[config.mk]
export PLATFORM = sky130hd
export DESIGN_NAME = writeback_stage
export DESIGN_NICKNAME = d
export VERILOG_FILES = /design/src/rtl/wb_pkg.sv /design/src/rtl/load_align.sv /design/src/rtl/writeback_stage.sv
export SDC_FILE = /design/constraint.sdc
export NUM_CORES = 1
export LEC_CHECK = 0
export CORE_MARGIN = 10
export CORE_UTILIZATION = 30
export CTS_CLUSTER_SIZE = 14
export DETAILED_ROUTE_END_ITERATION = 8
export SKIP_LAST_GASP = 1
export SYNTH_ARGS = -nofsm -noshare
export SYNTH_HDL_FRONTEND = slang
export SYNTH_SLANG_ARGS = --single-unit
[constraint.sdc]
create_clock -name clk -period 2.9 [get_ports clk]
set_input_delay 0.725 -clock clk [delete_from_list [all_inputs] [get_ports clk]]
set_output_delay 0.725 -clock clk [all_outputs]
set_load 0.005 [all_outputs]
[src/rtl/wb_pkg.sv]
// Shared types and constants for the write-back stage.
//   wb_sel_e : write-back source select encoding
//   F3_*     : load funct3 encodings
//   state_e  : write-back stage FSM states
package wb_pkg;

    // Write-back source select; WB_RSVD behaves as WB_ALU.
    typedef enum logic [1:0] {
        WB_ALU  = 2'b00,
        WB_MEM  = 2'b01,
        WB_PC4  = 2'b10,
        WB_RSVD = 2'b11
    } wb_sel_e;

    // Load funct3 encodings (RV32I/RV64I).
    localparam logic [2:0] F3_LB  = 3'b000;
    localparam logic [2:0] F3_LH  = 3'b001;
    localparam logic [2:0] F3_LW  = 3'b010;
    localparam logic [2:0] F3_LD  = 3'b011;
    localparam logic [2:0] F3_LBU = 3'b100;
    localparam logic [2:0] F3_LHU = 3'b101;
    localparam logic [2:0] F3_LWU = 3'b110;

    // READY accepts instructions; WAIT_MEM holds one outstanding load.
    typedef enum logic {
        READY    = 1'b0,
        WAIT_MEM = 1'b1
    } state_e;

endpackage

[src/rtl/load_align.sv]
// Combinational load extractor: selects the addressed byte/half/word/dword
// from a raw memory word and sign- or zero-extends it to DWIDTH.
//   raw_data : raw memory word
//   offset   : byte offset of the load address within the word
//   funct3   : load type
//   data     : formatted load value (don't-care when fault is set)
//   fault    : misaligned offset or funct3 not legal at this DWIDTH
module load_align
    import wb_pkg::*;
#(
    parameter int unsigned DWIDTH = 32,
    localparam int unsigned OFFW = $clog2(DWIDTH / 8)
) (
    input  logic [DWIDTH-1:0] raw_data,
    input  logic [OFFW-1:0]   offset,
    input  logic [2:0]        funct3,
    output logic [DWIDTH-1:0] data,
    output logic              fault
);

    localparam logic IS_RV64 = (DWIDTH == 64);

    logic [DWIDTH-1:0] shifted;
    logic [7:0]        lane_b;
    logic [15:0]       lane_h;
    logic [31:0]       lane_w;

    // Shift the addressed byte down to bit 0, then extend by load type.
    always_comb begin
        shifted = raw_data >> {offset, 3'b000};
        lane_b  = shifted[7:0];
        lane_h  = shifted[15:0];
        lane_w  = shifted[31:0];
        data    = '0;
        fault   = 1'b0;
        case (funct3)
            F3_LB:  data = DWIDTH'($signed(lane_b));
            F3_LBU: data = DWIDTH'(lane_b);
            F3_LH: begin
                data  = DWIDTH'($signed(lane_h));
                fault = offset[0];
            end
            F3_LHU: begin
                data  = DWIDTH'(lane_h);
                fault = offset[0];
            end
            F3_LW: begin
                data  = DWIDTH'($signed(lane_w));
                fault = |offset[1:0];
            end
            F3_LWU: begin
                data  = DWIDTH'(lane_w);
                fault = !IS_RV64 || (|offset[1:0]);
            end
            F3_LD: begin
                data  = shifted;
                fault = !IS_RV64 || (offset != '0);
            end
            default: fault = 1'b1;
        endcase
    end

endmodule

[src/rtl/writeback_stage.sv]
// Registered, handshaked write-back stage between the memory stage and the
// register file. Selects ALU / formatted load / PC+4 data, stalls while a
// load response is outstanding, and counts retired instructions.
//   clk, reset        : clock, asynchronous active-low reset
//   in_valid_i/ready_o: upstream handshake
//   pc_i, alu_res_i, rd_i, regwren_i, wb_sel_i, funct3_i : instruction fields
//   flush_i           : kill in-flight load and incoming instruction
//   mem_rsp_valid_i, memory_data_i : load response
//   rf_wren_o, rf_rd_o, writeback_data_o : register-file write / forwarding
//   retire_o, load_fault_o : one-cycle commit / load-fault pulses
//   instret_o         : retired-instruction counter (wraps)
module writeback_stage
    import wb_pkg::*;
#(
    parameter int unsigned DWIDTH   = 32,
    parameter int unsigned AWIDTH   = 32,
    parameter int unsigned RWIDTH   = 5,
    parameter int unsigned CNTWIDTH = 64
) (
    input  logic                clk,
    input  logic                reset,
    input  logic                in_valid_i,
    output logic                in_ready_o,
    input  logic [AWIDTH-1:0]   pc_i,
    input  logic [DWIDTH-1:0]   alu_res_i,
    input  logic [RWIDTH-1:0]   rd_i,
    input  logic                regwren_i,
    input  logic [1:0]          wb_sel_i,
    input  logic [2:0]          funct3_i,
    input  logic                flush_i,
    input  logic                mem_rsp_valid_i,
    input  logic [DWIDTH-1:0]   memory_data_i,
    output logic                rf_wren_o,
    output logic [RWIDTH-1:0]   rf_rd_o,
    output logic [DWIDTH-1:0]   writeback_data_o,
    output logic                retire_o,
    output logic                load_fault_o,
    output logic [CNTWIDTH-1:0] instret_o
);

    localparam int unsigned OFFW = $clog2(DWIDTH / 8);

    state_e              state_q;
    logic [RWIDTH-1:0]   ld_rd_q;
    logic                ld_wren_q;
    logic [2:0]          ld_funct3_q;
    logic [OFFW-1:0]     ld_off_q;

    wb_sel_e             sel_c;
    logic                accept_c;
    logic [AWIDTH-1:0]   pc_plus4_c;
    logic [DWIDTH-1:0]   direct_data_c;
    logic [DWIDTH-1:0]   load_data_c;
    logic                load_fault_c;

    logic                commit_c;
    logic                fault_c;
    logic [RWIDTH-1:0]   commit_rd_c;
    logic                commit_we_c;
    logic [DWIDTH-1:0]   commit_data_c;

    assign in_ready_o = (state_q == READY);
    assign accept_c   = in_valid_i & in_ready_o & ~flush_i;
    assign sel_c      = wb_sel_e'(wb_sel_i);

    // PC+4 wraps at AWIDTH, then is zero-extended or truncated to DWIDTH.
    assign pc_plus4_c    = pc_i + AWIDTH'(4);
    assign direct_data_c = (sel_c == WB_PC4) ? DWIDTH'(pc_plus4_c) : alu_res_i;

    // Formats the response of the outstanding load using captured fields.
    load_align #(
        .DWIDTH (DWIDTH)
    ) u_load_align (
        .raw_data (memory_data_i),
        .offset   (ld_off_q),
        .funct3   (ld_funct3_q),
        .data     (load_data_c),
        .fault    (load_fault_c)
    );

    // Decide whether this edge commits, faults, or does neither.
    always_comb begin
        commit_c      = 1'b0;
        fault_c       = 1'b0;
        commit_rd_c   = rd_i;
        commit_we_c   = regwren_i;
        commit_data_c = direct_data_c;
        case (state_q)
            READY: commit_c = accept_c && (sel_c != WB_MEM);
            WAIT_MEM: begin
                // A flush in the same cycle as the response discards it.
                if (mem_rsp_valid_i && !flush_i) begin
                    commit_c      = !load_fault_c;
                    fault_c       = load_fault_c;
                    commit_rd_c   = ld_rd_q;
                    commit_we_c   = ld_wren_q;
                    commit_data_c = load_data_c;
                end
            end
            default: ;
        endcase
    end

    // State, captured load context and registered outputs.
    always_ff @(posedge clk or negedge reset) begin
        if (!reset) begin
            state_q          <= READY;
            ld_rd_q          <= '0;
            ld_wren_q        <= 1'b0;
            ld_funct3_q      <= '0;
            ld_off_q         <= '0;
            rf_wren_o        <= 1'b0;
            rf_rd_o          <= '0;
            writeback_data_o <= '0;
            retire_o         <= 1'b0;
            load_fault_o     <= 1'b0;
            instret_o        <= '0;
        end else begin
            rf_wren_o    <= commit_c & commit_we_c & (commit_rd_c != '0);
            retire_o     <= commit_c;
            load_fault_o <= fault_c;
            if (commit_c) begin
                rf_rd_o          <= commit_rd_c;
                writeback_data_o <= commit_data_c;
                instret_o        <= instret_o + CNTWIDTH'(1);
            end
            case (state_q)
                READY: begin
                    if (accept_c && (sel_c == WB_MEM)) begin
                        state_q     <= WAIT_MEM;
                        ld_rd_q     <= rd_i;
                        ld_wren_q   <= regwren_i;
                        ld_funct3_q <= funct3_i;
                        ld_off_q    <= alu_res_i[OFFW-1:0];
                    end
                end
                WAIT_MEM: begin
                    if (flush_i || mem_rsp_valid_i) begin
                        state_q <= READY;
                    end
                end
                default: state_q <= READY;
            endcase
        end
    end

endmodule

Yosys cells after proc, flatten, opt, wreduce, memory -nomap -nowiden. Cells that the tools add are included.

Register bits after elaboration: 116. Bits of input ports: 112. Output and inout port bits: 105. Word-level logic and storage cells: 58.

Add/sub/neg operators: 2. Equality and inequality tests: 9. Shift operators: 1. Mux-type cells: 16. Bitwise gates (word level): 6. Reduce and logical (&&, ||, !) cells: 13.

Operator list (number): one-hot mux 32 bit (5 select lines) (1); 2-to-1 mux 32 bit (3); adder 64 x 1 -> 64 bit, second input constant (1); adder 32 x 3 -> 32 bit, second input constant (1); right shift 32 x 5 -> 32 bit (1); 2-to-1 mux 5 bit (2); equality test 3 bit, second input constant (3); 2-to-1 mux 1 bit (7); equality test 3 x 2 -> 1 bit, second input constant (2); OR reduction 2 bit (3); nonzero test 5 bit (1); bitwise AND 1 bit (4); one-hot mux 1 bit (2 select lines) (2); equality test 3 x 1 -> 1 bit, second input constant (1); logical AND 1 bit (3); logical NOT 3 bit (1); one-hot mux 1 bit (3 select lines) (1); OR reduction 3 bit (1); equality test 2 x 1 -> 1 bit, second input constant (1); equality test 2 bit, second input constant (1); logical NOT 1 bit (2); != test 2 x 1 -> 1 bit, second input constant (1); NOT 1 bit (2); AND reduction 2 bit (1); logical OR 1 bit (1).

Logic depth before layout (Yosys ltp).
Word-level depth: 8. Gate-level depth with buffers: 10. Depth with buffers taken out: 6.

Cells and area by module. From an unflattened synthesis, not the netlist that was laid out.

Cell total of the unflattened synthesis: 744. Area total of the unflattened synthesis: 6914.1 um^2.

Modules (own cells, without submodules): writeback_stage (times used 1, cells each 635, area an instance 6109.6 um^2, seq. area each 2902.8 um^2); load_align (times used 1, cells each 109, area an instance 804.5 um^2, seq. area each 0.0 um^2).

Worst setup path after synthesis. Ideal clock, no wire load.

Kind: input to register. Start point: in memory_data_i[31]. End point: reg writeback_data_o[31]. Setup time: 0.126 ns. Arrival: 2.191 ns. Data required time: 2.774 ns. Path slack: 0.583 ns. Cell stages on the path: 6. Path buffers: 1. Path through: mux4_2 > or2_1 > a31oi_1 > clkbuf_1 > a21oi_1 > a221o_1.

Longest elaborated chain between the ends: 4.

Ends and longest elaborated chain: from (decl) (RTL line writeback_stage.sv:32) `input logic [DWIDTH-1:0] memory_data_i,`; right shift 32 x 5 -> 32 bit (RTL line load_align.sv:30) `shifted = raw_data >> {offset, 3'b000};`; one-hot mux 32 bit (5 select lines) (RTL line load_align.sv:36) `case (funct3)`; 2-to-1 mux 32 bit (RTL line writeback_stage.sv:92) `if (mem_rsp_valid_i && !flush_i) begin`; 2-to-1 mux 32 bit (RTL line writeback_stage.sv:88) `case (state_q)`; to (signal assigned) (RTL line writeback_stage.sv:124) `writeback_data_o <= commit_data_c;`; to (decl) (RTL line writeback_stage.sv:35) `output logic [DWIDTH-1:0] writeback_data_o,`.

No other way between the ends. A chain may end at the register's enable or synchronous reset.

Worst setup path after layout.
Start point: in pc_i[7]. End point: reg writeback_data_o[31].

Longest elaborated chain between the ends: 4.

Ends and longest elaborated chain: from (decl) (RTL line writeback_stage.sv:24) `input logic [AWIDTH-1:0] pc_i,`; adder 32 x 3 -> 32 bit (*) (RTL line writeback_stage.sv:67) `assign pc_plus4_c = pc_i + AWIDTH'(4);`; 2-to-1 mux 32 bit (*) (RTL line writeback_stage.sv:68) `assign direct_data_c = (sel_c == WB_PC4) ? DWIDTH'(pc_plus4_c) : alu_res_i;`; 2-to-1 mux 32 bit (RTL line writeback_stage.sv:92); 2-to-1 mux 32 bit (*) (RTL line writeback_stage.sv:88).

Every way passes the cells marked *; elsewhere a longest branch is shown, timed or not.

==> impl_metrics.ini <==
[timing]
worstMarginPinSlew_ns = 0.597
setup_tns_ns = 0
hold_violations = 0
fin_crit_sh_pct = 86.4
setup_violations = 0
rsz0062_at_grt = no
fin_ws_ns = 0.394
skew_ns = 0.00870
slew_headroom_pct = 60.1
min_period_ns = 2.51
final_max_slew_viol_count = 0
max_freq_ghz = 0.399

[power]
internal-power_mw = 3.74
p_sw_share_pct = 30.3
p_leak_nw = 4.19
switchingPower_mw = 1.63
seqPwrFrac_pct = 36.6
combPwrFrac_pct = 25.5
vdd_drop_max_v = 0.000256
power_density_nw_per_um2 = 518
clock_power_share_pct = 37.9

[global_route]
grt_overflow_total = 0
antenna_found_initial = 7
grt_max_degree = 42
grt_usage_pct = 17.7
grt_pass1_vias = 7061
grt_pass1_wl_um = 40500

[min_path]
hold_class = input pin to async pin

[run_status]
status = completed

[setup_path]
cpMaxStageDelayCell = nor4b_1
path_cells = clkdlybuf4s50_1, nand4_1, or2_2, nor4b_1, mux2i_1, a221o_1
worstSetupPathDepth = 6
cp_max_fo = 5
critPathBufInv = 1
critical-path-top-delay-family = simple AND/OR/NAND/NOR gates
cp.arrival_ns = 2.80
required_ns = 3.19
end_kind = flip-flop
cpPeakStageDelay_ns = 0.52
r2r_cells = 5
critPathLaunchType = input pin
setup.worst_path.class = input pin to flip-flop

[finish]
areaGrowthSynthToFinish_pct = 50.1
drive_gt1_share_pct = 13.4
final-instance-count-excl-fill = 1310
nNetsFinal = 1125

[placed_design]
dp_cells = 1277
portBuffers = 216
dp_hpwl_um = 20800
gp_congestion = 0.912
pre_cts_ws_ns = 0.0644

[clocking]
cts_hold_buf = 0
clk_root_buffer_cell = clkbuf_16
post_cts_buffers = 0
path_clk_slew_ns = 0.06
cts_tree = built
worst_skew_pair.late_latency_ns = 0.41
cts.sinks = 116
clockBufferDepth = 2
htree_levels = 4
cts_buffers = 17
cts_resized = 0

[synthesis]
synthFlopType = dfrtp_1
synth_nets = 869
ys_types = 67
syn_avg_cell_area_um2 = 9.15
synth_cells = 755
ys_ff_latch = 116
syn_area_um2 = 6910
async_reset_ff_share_pct = 100
ys_seq_area_share_pct = 42.0
yosysWarningCount = 0
synth_edf_count = 0

[routing]
dr.pass1.iters = 6
vias = 6889
route.antenna.remaining_nets = 0
wl_per_cell_um = 20.1
viasPerCell = 5.26
drt_wl_total_um = 26300
first_iter_violations = 535
drc = 0

[die]
die_w_um = 172
core_area_um2 = 22600
die_y_um = 172
rows = 55
dieArea_um2 = 29500
start_util_pct = 30.5
boundaryPins = 217

[flow_run]
max_cap_violations = 0
## final timing paths
path	start	to	slack [ns]
max in group asynchronous	reset	writeback_data_o[1]$_DFFE_PN0P_	1.83
hold reg to reg	instret_o[63]$_DFFE_PN0P_	instret_o[63]$_DFFE_PN0P_	0.48
setup / recovery	pc_i[7]	writeback_data_o[31]$_DFFE_PN0P_	0.39
setup reg to reg	ld_funct3_q[0]$_DFFE_PN0P_	instret_o[53]$_DFFE_PN0P_	0.70
hold / removal	reset	instret_o[18]$_DFFE_PN0P_	0.31
min in group clk	instret_o[63]$_DFFE_PN0P_	instret_o[63]$_DFFE_PN0P_	0.48
## through the flow
| stage | total power [mW] | instance area [um^2] | util (%) | hold slack, ns |
|---|---|---|---|---|
| 2_1_floorplan | 2.55 | 6910 | - | 0.429 |
| 3_3_place_gp | 3.36 | 9800 | 43.3 | 0.464 |
| 3_5_place_dp | 3.37 | 9800 | 43.3 | 0.473 |
| 4_1_cts | 5.44 | 10400 | 45.8 | 0.320 |
| 5_1_grt | 5.65 | 10400 | 45.8 | 0.341 |
| 6_report | 5.37 | 10400 | 45.8 | 0.308 |
## cells by family after synthesis
kind of cell,share of synthesized area [%]
mux,5.34
compound gates,14.1
buf+inv,3.42
xor+xnor,10.0
fa+ha+maj,0.362
simple gates,24.7
flops,42.0
## registers in the layout (all words and copies together) (netlist names), 2 cells and up
| register | cells |
|---|---|
| ld_off_q | 2 |
| ld_funct3_q | 3 |
| rf_rd_o | 5 |
| writeback_data_o | 32 |
| instret_o | 64 |
| ld_rd_q | 5 |
## cell usage in the layout (no fill, tap or decap), types with 14 or more instances in the layout
cell type        count
clkdlybuf4s50_1    215
dfrtp_1            116
nand2_1             64
nor2_1              64
buf_4               62
xnor2_1             53
a21oi_1             41
nand4_1             39
nand3_1             35
xor2_1              26
nor3_1              25
mux2_2              19
o21ai_0             19
and3_1              18
a211oi_1            18
clkbuf_16           17
nor4_1              14
## cell usage after synthesis (all sizes together) (17+ instances only)
cell    instances  area, um^2
nor3           25         125
mux2           19         214
a211oi         18         135
and3           18         113
a21oi          41         205
nand2          64         240
nor2           65         244
o21ai          23         119
xnor2          53         464
xor2           26         228
nand3          36         185
nand4          40         256
buf            17        86.3
dfrtp         116        2900
clkbuf         28         105
## power by group through the flow
stage | combinational, mW | sequential (mW) | clock [mW]
global route | 1.50 | 1.99 | 2.16
finish | 1.37 | 1.96 | 2.03
global placement | 1.37 | 1.99 | 0
detailed placement | 1.38 | 1.99 | 0
CTS | 1.39 | 1.97 | 2.09
floorplan | 0.589 | 1.96 | 0
## routing by layer
metal / up-vias / routed length [um] / track usage [%]
met2: 231 / 12400 / 28.7
met1: 3342 / 11000 / 21.1
met3: 36 / 2540 / 7.72
met4: 12 / 355 / 4.42
met5: - / 80 / 0
li1: 3268 / - / -
## cell type report
class | count | area (um^2)
clock inverters | 15 | 146
well taps | 285 | 357
fillers | 2166 | 12300
flip-flops and latches | 116 | 2900
inverters | 12 | 45.0
multi-input cells | 582 | 3770
diodes | 1 | 2.50
clock buffers | 17 | 425
repair buffers | 282 | 2720
Power figures use the tool's default switching activity.
